--- src/rtl/drive_cmd_arbiter_if.sv ---
// rtl/drive_cmd_arbiter_if.sv - command, sensor and drive-output bundle for the drive arbiter
`timescale 1ns/1ps
interface drive_cmd_arbiter_if #(
  parameter int SPEED_W = 8,
  parameter int DEG_W   = 9,
  parameter int N_TRACK = 4
);
  logic               rx_valid;
  logic [7:0]         rx_data;
  logic [SPEED_W-1:0] button;
  logic [7:0]         forward_dist;
  logic [N_TRACK-1:0] track;
  logic [SPEED_W-1:0] speed;
  logic [DEG_W-1:0]   degree;
  logic               direction;
  logic               beep_en;
  logic [1:0]         mode;
  logic               timeout;
  logic               obstacle;

  modport master (
    output rx_valid, rx_data, button, forward_dist, track,
    input  speed, degree, direction, beep_en, mode, timeout, obstacle
  );

  modport slave (
    input  rx_valid, rx_data, button, forward_dist, track,
    output speed, degree, direction, beep_en, mode, timeout, obstacle
  );
endinterface

--- src/rtl/drive_cmd_arbiter.sv ---
// rtl/drive_cmd_arbiter.sv - Zigbee command decode, speed slew, reversal interlock, obstacle stop and watchdog
`timescale 1ns/1ps
module drive_cmd_arbiter #(
  parameter int SPEED_W     = 8,
  parameter int DEG_W       = 9,
  parameter int DEG_CENTER  = 95,
  parameter int DEG_LEFT    = 60,
  parameter int DEG_RIGHT   = 120,
  parameter int N_TRACK     = 4,
  parameter int SAFE_DIST   = 20,
  parameter int RAMP_DIV    = 500000,
  parameter int RAMP_STEP   = 1,
  parameter int TIMEOUT_CYC = 25000000
) (
  input logic clk_50M,
  input logic rst_n,
  drive_cmd_arbiter_if.slave bus
);
  typedef enum logic [1:0] {M_IDLE = 2'd0, M_REMOTE = 2'd1, M_TRACK = 2'd2, M_ROAM = 2'd3} mode_t;

  localparam int PW       = (RAMP_DIV > 1) ? $clog2(RAMP_DIV) : 1;
  localparam int WW       = $clog2(TIMEOUT_CYC + 1);
  localparam int DEG_STEP = (DEG_RIGHT - DEG_LEFT) / (N_TRACK - 1);
  localparam logic [SPEED_W-1:0] STEP     = SPEED_W'(RAMP_STEP);
  localparam logic [DEG_W-1:0]   D_CENTER = DEG_W'(DEG_CENTER);
  localparam logic [DEG_W-1:0]   D_LEFT   = DEG_W'(DEG_LEFT);
  localparam logic [DEG_W-1:0]   D_RIGHT  = DEG_W'(DEG_RIGHT);

  mode_t              mode_q, mode_d;
  logic [SPEED_W-1:0] speed_q, speed_d, cruise_q, cruise_d;
  logic [DEG_W-1:0]   degree_q, degree_d, rdeg_q, rdeg_d;
  logic               dir_q, dir_d, beep_q, beep_d, timeout_q, timeout_d;
  logic               obstacle_q, obstacle_d, cset_q, cset_d, rdir_q, rdir_d;
  logic [1:0]         rcode_q, rcode_d;
  logic [PW-1:0]      presc_q, presc_d;
  logic [WW-1:0]      wd_q, wd_d;

  logic [SPEED_W-1:0] eff_cruise, target;
  logic [DEG_W-1:0]   want_deg;
  logic               tick, req_dir, obs, estop, trk_hit;
  int                 trk_idx;

  always_comb begin
    mode_d     = mode_q;
    speed_d    = speed_q;
    cruise_d   = cruise_q;
    degree_d   = degree_q;
    rdeg_d     = rdeg_q;
    dir_d      = dir_q;
    timeout_d  = timeout_q;
    cset_d     = cset_q;
    rdir_d     = rdir_q;
    rcode_d    = rcode_q;
    wd_d       = wd_q;
    eff_cruise = cset_q ? cruise_q : bus.button;
    tick       = (presc_q == PW'(RAMP_DIV - 1));
    presc_d    = tick ? '0 : presc_q + PW'(1);
    target     = '0;
    want_deg   = D_CENTER;
    req_dir    = 1'b1;
    trk_hit    = 1'b0;
    trk_idx    = 0;

    for (int i = N_TRACK - 1; i >= 0; i--) begin
      if (bus.track[i]) begin
        trk_hit = 1'b1;
        trk_idx = i;
      end
    end

    case (mode_q)
      M_IDLE: req_dir = dir_q;
      M_REMOTE: begin
        target   = (rcode_q == 2'b10) ? eff_cruise :
                   (rcode_q == 2'b01) ? (eff_cruise >> 1) : '0;
        want_deg = rdeg_q;
        req_dir  = rdir_q;
      end
      M_TRACK: begin
        if (&bus.track) begin
          want_deg = degree_q;
        end else begin
          target   = eff_cruise;
          want_deg = trk_hit ? DEG_W'(DEG_LEFT + trk_idx * DEG_STEP) : D_CENTER;
        end
      end
      default: target = eff_cruise;
    endcase

    // A pending reversal drives the ramp to zero before the flip.
    if (req_dir != dir_q) target = '0;

    obs   = dir_q && (bus.forward_dist <= 8'(SAFE_DIST));
    estop = bus.rx_valid && (bus.rx_data[7:6] == 2'b11);

    if (estop || obs) begin
      speed_d = '0;
    end else if (tick) begin
      if (speed_q < target)
        speed_d = (target - speed_q > STEP) ? speed_q + STEP : target;
      else if (speed_q > target)
        speed_d = (speed_q - target > STEP) ? speed_q - STEP : target;
    end
    if (req_dir != dir_q && speed_q == '0) dir_d = req_dir;

    if (bus.rx_valid) begin
      wd_d      = '0;
      timeout_d = 1'b0;
      case (bus.rx_data[7:6])
        2'b00: begin
          mode_d  = M_REMOTE;
          rcode_d = bus.rx_data[1:0];
          rdir_d  = ~bus.rx_data[4];
          rdeg_d  = (bus.rx_data[3:2] == 2'b01) ? D_LEFT :
                    (bus.rx_data[3:2] == 2'b10) ? D_RIGHT : D_CENTER;
        end
        2'b01: begin
          cruise_d = SPEED_W'(bus.rx_data[5:0]);
          cset_d   = 1'b1;
        end
        2'b10: begin
          case (bus.rx_data[1:0])
            2'b00:   mode_d = M_TRACK;
            2'b01:   mode_d = M_ROAM;
            2'b10:   mode_d = M_IDLE;
            default: mode_d = mode_q;
          endcase
        end
        default: begin
          mode_d  = M_IDLE;
          rcode_d = 2'b00;
        end
      endcase
    end else if (mode_q == M_REMOTE) begin
      if (wd_q == WW'(TIMEOUT_CYC - 1)) begin
        mode_d    = M_IDLE;
        timeout_d = 1'b1;
        wd_d      = '0;
      end else begin
        wd_d = wd_q + WW'(1);
      end
    end else begin
      wd_d = '0;
    end

    degree_d   = want_deg;
    obstacle_d = obs;
    beep_d     = obs | (~dir_d & (speed_d != '0));
  end

  always_ff @(posedge clk_50M) begin
    if (!rst_n) begin
      mode_q     <= M_IDLE;
      speed_q    <= '0;
      cruise_q   <= '0;
      degree_q   <= D_CENTER;
      rdeg_q     <= D_CENTER;
      dir_q      <= 1'b1;
      beep_q     <= 1'b0;
      timeout_q  <= 1'b0;
      obstacle_q <= 1'b0;
      cset_q     <= 1'b0;
      rdir_q     <= 1'b1;
      rcode_q    <= 2'b00;
      presc_q    <= '0;
      wd_q       <= '0;
    end else begin
      mode_q     <= mode_d;
      speed_q    <= speed_d;
      cruise_q   <= cruise_d;
      degree_q   <= degree_d;
      rdeg_q     <= rdeg_d;
      dir_q      <= dir_d;
      beep_q     <= beep_d;
      timeout_q  <= timeout_d;
      obstacle_q <= obstacle_d;
      cset_q     <= cset_d;
      rdir_q     <= rdir_d;
      rcode_q    <= rcode_d;
      presc_q    <= presc_d;
      wd_q       <= wd_d;
    end
  end

  assign bus.speed     = speed_q;
  assign bus.degree    = degree_q;
  assign bus.direction = dir_q;
  assign bus.beep_en   = beep_q;
  assign bus.mode      = mode_q;
  assign bus.timeout   = timeout_q;
  assign bus.obstacle  = obstacle_q;
endmodule
--- src/flat_wrapper.sv ---
// flat-port wrapper written by rule: the top's interface ports become plain ports
module drive_cmd_arbiter_flat 
#(
  parameter int SPEED_W     = 8,
  parameter int DEG_W       = 9,
  parameter int DEG_CENTER  = 95,
  parameter int DEG_LEFT    = 60,
  parameter int DEG_RIGHT   = 120,
  parameter int N_TRACK     = 4,
  parameter int SAFE_DIST   = 20,
  parameter int RAMP_DIV    = 500000,
  parameter int RAMP_STEP   = 1,
  parameter int TIMEOUT_CYC = 25000000
)
  (clk_50M, rst_n, bus_rx_valid, bus_rx_data, bus_button, bus_forward_dist, bus_track, bus_speed, bus_degree, bus_direction, bus_beep_en, bus_mode, bus_timeout, bus_obstacle);
  drive_cmd_arbiter_if #(.SPEED_W(SPEED_W), .DEG_W(DEG_W), .N_TRACK(N_TRACK)) bus_i ();
  input logic clk_50M;
  input logic rst_n;
  input wire logic [$bits(bus_i.rx_valid)-1:0] bus_rx_valid;
  input wire logic [$bits(bus_i.rx_data)-1:0] bus_rx_data;
  input wire logic [$bits(bus_i.button)-1:0] bus_button;
  input wire logic [$bits(bus_i.forward_dist)-1:0] bus_forward_dist;
  input wire logic [$bits(bus_i.track)-1:0] bus_track;
  output wire logic [$bits(bus_i.speed)-1:0] bus_speed;
  output wire logic [$bits(bus_i.degree)-1:0] bus_degree;
  output wire logic [$bits(bus_i.direction)-1:0] bus_direction;
  output wire logic [$bits(bus_i.beep_en)-1:0] bus_beep_en;
  output wire logic [$bits(bus_i.mode)-1:0] bus_mode;
  output wire logic [$bits(bus_i.timeout)-1:0] bus_timeout;
  output wire logic [$bits(bus_i.obstacle)-1:0] bus_obstacle;
  assign bus_i.rx_valid = bus_rx_valid;
  assign bus_i.rx_data = bus_rx_data;
  assign bus_i.button = bus_button;
  assign bus_i.forward_dist = bus_forward_dist;
  assign bus_i.track = bus_track;
  assign bus_speed = bus_i.speed;
  assign bus_degree = bus_i.degree;
  assign bus_direction = bus_i.direction;
  assign bus_beep_en = bus_i.beep_en;
  assign bus_mode = bus_i.mode;
  assign bus_timeout = bus_i.timeout;
  assign bus_obstacle = bus_i.obstacle;
  drive_cmd_arbiter #(.SPEED_W(SPEED_W), .DEG_W(DEG_W), .DEG_CENTER(DEG_CENTER), .DEG_LEFT(DEG_LEFT), .DEG_RIGHT(DEG_RIGHT), .N_TRACK(N_TRACK), .SAFE_DIST(SAFE_DIST), .RAMP_DIV(RAMP_DIV), .RAMP_STEP(RAMP_STEP), .TIMEOUT_CYC(TIMEOUT_CYC)) u_core (.clk_50M(clk_50M), .rst_n(rst_n), .bus(bus_i));
endmodule
--- config.mk ---
export PLATFORM = sky130hd
export DESIGN_NAME = drive_cmd_arbiter_flat
export DESIGN_NICKNAME = d
export VERILOG_FILES = /design/src/rtl/drive_cmd_arbiter_if.sv /design/src/rtl/drive_cmd_arbiter.sv /design/src/flat_wrapper.sv
export SDC_FILE = /design/constraint.sdc
export NUM_CORES = 1
export LEC_CHECK = 0
export ABC_AREA = 1
export CAP_MARGIN = 0
export CORE_ASPECT_RATIO = 0.9
export CORE_UTILIZATION = 53
export DETAILED_ROUTE_END_ITERATION = 12
export GPL_ROUTABILITY_DRIVEN = 0
export GPL_TIMING_DRIVEN = 0
export PLACE_DENSITY_LB_ADDON = 0.08
export SLEW_MARGIN = 5
export SYNTH_ARGS = -nofsm -noshare
export SYNTH_HDL_FRONTEND = slang
export SYNTH_SLANG_ARGS = --single-unit
--- constraint.sdc ---
create_clock -name clk_50M -period 3.6 [get_ports clk_50M]
set_input_delay 0.9 -clock clk_50M [delete_from_list [all_inputs] [get_ports clk_50M]]
set_output_delay 0.9 -clock clk_50M [all_outputs]
set_load 0.01 [all_outputs]
==> metrics.md <==
| Metric | Value |
|---|---|
| Initial cell density of the core | `0.5574` |
| Hold endpoint | `u_core.presc_q[0]$_SDFF_PP0_` |
| Sequential-to-total area share from yosys stat | `0.2838` |
| Fmax | `255.4 MHz` |
| EDFF count, synth | `0` |
| P per Cell Area | `389.7 nW/um^2` |
| Final setup vio count | `4` |
| CTS sink count | `78` |
| Slowest stage delay, CP | `0.32 ns` |
| Nets | `1018` |
| Multi-input logic area | `3774 um^2` |
| R2r setup slk | `-0.29 ns` |
| Yosys warnings | `0` |
| Drt first pass iters | `8` |
| Vias in the first global route | `5595` |
| Worst slew pin tran | `0.7132 ns` |
| Clock latency on the worst-skew pair | `0.33 ns` |
| Final worst-path cycle share | `1.088` |
| CTS tree | `done` |
| DRC | `0` |
| Hold path depth | `1` |
| Vias | `6247` |
| Post-synth top area cell | `dfxtp_1` |
| Status | `finished with violations` |
| Finished Layout Cells | `1085` |
| Main synth FF type | `dfxtp_1` |
| Yosys reg bits | `78` |
| Final Util | `0.7598` |
| Synth-to-Final Area Change | `36.30%` |
| First-pass GRT wire length | `25430 um` |
| Final wirelength | `17660 um` |
| Mapped Avg Cell Area | `6.620 um^2` |
| CTS root buf | `clkbuf_16` |
| Total core area | `9869 um^2` |
| Drt wl/cell | `16.28 um` |
| Die area | `10790 um^2` |
| Hold WC Path Type | `reg -> reg` |
| Initial antenna violation count | `0` |
| CTS Buf Count | `9` |
| WP data required | `3.82 ns` |
| Initial drt markers | `572` |
| Cell count after synthesis | `831` |
| Largest net degree at the start of global routing | `15` |
| Max Cap Violations | `0` |
| Longest Clk Path Bufs | `2` |
| Final worst path period need | `3.916 ns` |
| Slew headroom | `0.5201` |
| Failing checks | `negative setup slack` |
| Die span in y | `98.66 um` |
| CP endpoint kind | `flip-flop` |
| Power Total | `0.002922 W` |
| Slew Viols, Final | `0` |
| Clock skew | `0.009085 ns` |
| Final WS setup | `-0.3155 ns` |
| Reg area | `1567 um^2` |
| Capturing point of the worst reg2reg path | `u_core.bus.beep_en$_SDFF_PN0_` |
| RSZ-0062 raised after global routing | `true` |
| Layout cells sized above 1 | `0.2471` |
| Post-CTS Hold Fix Bufs | `0` |
| Critical Path AT | `4.14 ns` |
| Clock transition at the registers of the reported paths | `0.06 ns` |
| Hold_sp | `u_core.presc_q[0]$_SDFF_PP0_` |
| Setup_tns | `-0.6871 ns` |
| Die Wd | `109.4 um` |
| Area contributors post-synth | `dfxtp_1 28%, nand2_1 12%, inv_1 8.5%` |
| CP startpoint kind | `primary input` |
| Worst path most repeated cell | `nand2_2` |
| Placed cell count | `1008` |
| Peak VDD IR | `0.4316 mV` |
| Design Area, Final | `7498 um^2` |
| CP max-delay cell | `a221oi_2` |
| WS Path Type | `in -> reg` |
| CTS HTree Levels | `3` |
| Antenna diodes | `0` |
| Reg2Reg Depth | `28` |
| I/O Pins | `54` |
| Top-area cell type share of the netlist area | `0.2838` |
| Antenna viol nets, final | `0` |
| Row count | `34` |
| Lkg Pwr | `3.265 nW` |
| Reg2reg start | `u_core.bus.mode[1]$_SDFFE_PN0P_` |
| Hold Fails Final Rpt | `0` |
| Filler cells | `696` |
| Synthesized area | `5502 um^2` |
| IO Port Bufs | `50` |
| Global route overflow | `0` |
| Via/cell ratio | `5.758` |
| HPWL after DPL | `10880 um` |
| Worst-path maximum fanout | `6` |
| Asr flop ratio synth | `0` |
| Tot GR Track Use | `0.2969` |
| Post-synth cell types | `52` |
| Post-DP Area | `6195 um^2` |
critical path, delay by kind of cell:
family	cells	cell delay, ns
buf+inv	6	0.53
simple gates	16	1.33
fa+ha+maj	1	0.26
compound gates	7	1.04
cell families after synthesis:
| group | share of synthesized area |
|---|---|
| compound gates | 0.1365 |
| xor+xnor | 0.04298 |
| fa+ha+maj | 0.07642 |
| buf+inv | 0.1162 |
| flops | 0.2838 |
| mux | 0.001819 |
| other cells | 0.0006816 |
| simple gates | 0.3416 |
routing by layer:
layer	track usage	share of wire	up-vias
met4	0.1159	0.040	0
met3	0.06614	0.089	99
li1	-	-	2930
met5	0	0	-
met2	0.4940	0.47	346
met1	0.3707	0.40	2872
what timing repair did:
item	4_1_cts	5_1_grt
buffers inserted	39	21
resized for setup	90	77
setup endpoints to repair	9	9
pin swaps	37	47
hold endpoints to repair	0	0
cloned	1	0
where the power goes:
group | switching (W) | leakage [nW] | internal (W)
sequential | 0.0000135 | 0.633 | 0.000883
combinational | 0.000563 | 2.46 | 0.000392
clock | 0.000370 | 0.170 | 0.000701
layout make-up:
cell class              count  share of cell area
multi-input cells         599              0.5033
flip-flops and latches     78              0.2089
repair buffers            111              0.1310
inverters                 135             0.06891
plain buffers              20             0.01969
well taps                 126             0.02102
clock inverters             6             0.01535
clock buffers              10             0.03187
through the flow:
| step | setup slack [ns] | hold slack [ns] |
|---|---|---|
| after CTS | -0.1881 | 0.4455 |
| final | -0.3155 | 0.4453 |
| after floorplan | -0.04317 | 0.4176 |
| after global routing | -0.4703 | 0.4625 |
| after detailed placement | -1.204 | 0.4373 |
| after global placement | -1.184 | 0.4297 |
Yosys cell counts (4+ instances only):
library cell / instances
o21a_1: 6
xnor2_1: 4
inv_2: 6
nand2_1: 181
o21ai_0: 29
nand2_2: 10
a21oi_1: 69
nand4_1: 20
inv_1: 125
nor4_1: 5
nor3b_1: 5
clkbuf_1: 10
nand3_2: 7
nor2_1: 77
nor3_1: 29
nor2_2: 6
buf_4: 6
nand3_1: 51
dfxtp_1: 78
xor2_1: 23
or2_2: 5
o211ai_1: 4
ha_1: 32
sequential cells by signal, indices dropped and copies added, names as in the netlist:
signal,cells
u_core.bus.mode,2
u_core.bus.timeout,1
u_core.wd_q,25
u_core.bus.direction,1
u_core.rcode_q,2
u_core.bus.beep_en,1
u_core.presc_q,19
u_core.bus.obstacle,1
u_core.rdeg_q,4
u_core.bus.speed,8
u_core.cruise_q,6
u_core.bus.degree,6
u_core.rdir_q,1
u_core.cset_q,1
worst max-delay path by stage:
stage	from	to	cells past startpoint
floorplan	bus_track[3]	u_core.bus.beep_en$_SDFF_PN0_	27
global placement	bus_track[3]	u_core.bus.beep_en$_SDFF_PN0_	26
detailed placement	bus_track[0]	u_core.bus.beep_en$_SDFF_PN0_	26
CTS	bus_track[1]	u_core.bus.beep_en$_SDFF_PN0_	27
global route	bus_track[0]	u_core.bus.beep_en$_SDFF_PN0_	28
finish	bus_track[0]	u_core.bus.beep_en$_SDFF_PN0_	30
cells in the final DEF, fill, tap and decap left out, types with 9 or more instances in the layout:
cell type,Yosys,layout
dfxtp_1,78,76
ha_1,32,19
inv_2,6,22
a21oi_1,69,61
inv_1,125,106
o21ai_0,29,23
nand4_1,20,20
clkbuf_16,0,9
nor2_4,3,11
clkbuf_1,10,10
nand2_2,10,27
nand3_1,51,47
nor3_1,29,28
xor2_1,23,20
clkdlybuf4s50_1,0,40
nor2_2,6,9
buf_4,6,63
nor2_1,77,66
nand3_2,7,9
nand2_1,181,154
nand2_4,2,12
Note: power is estimated with default switching activity, not from simulation.
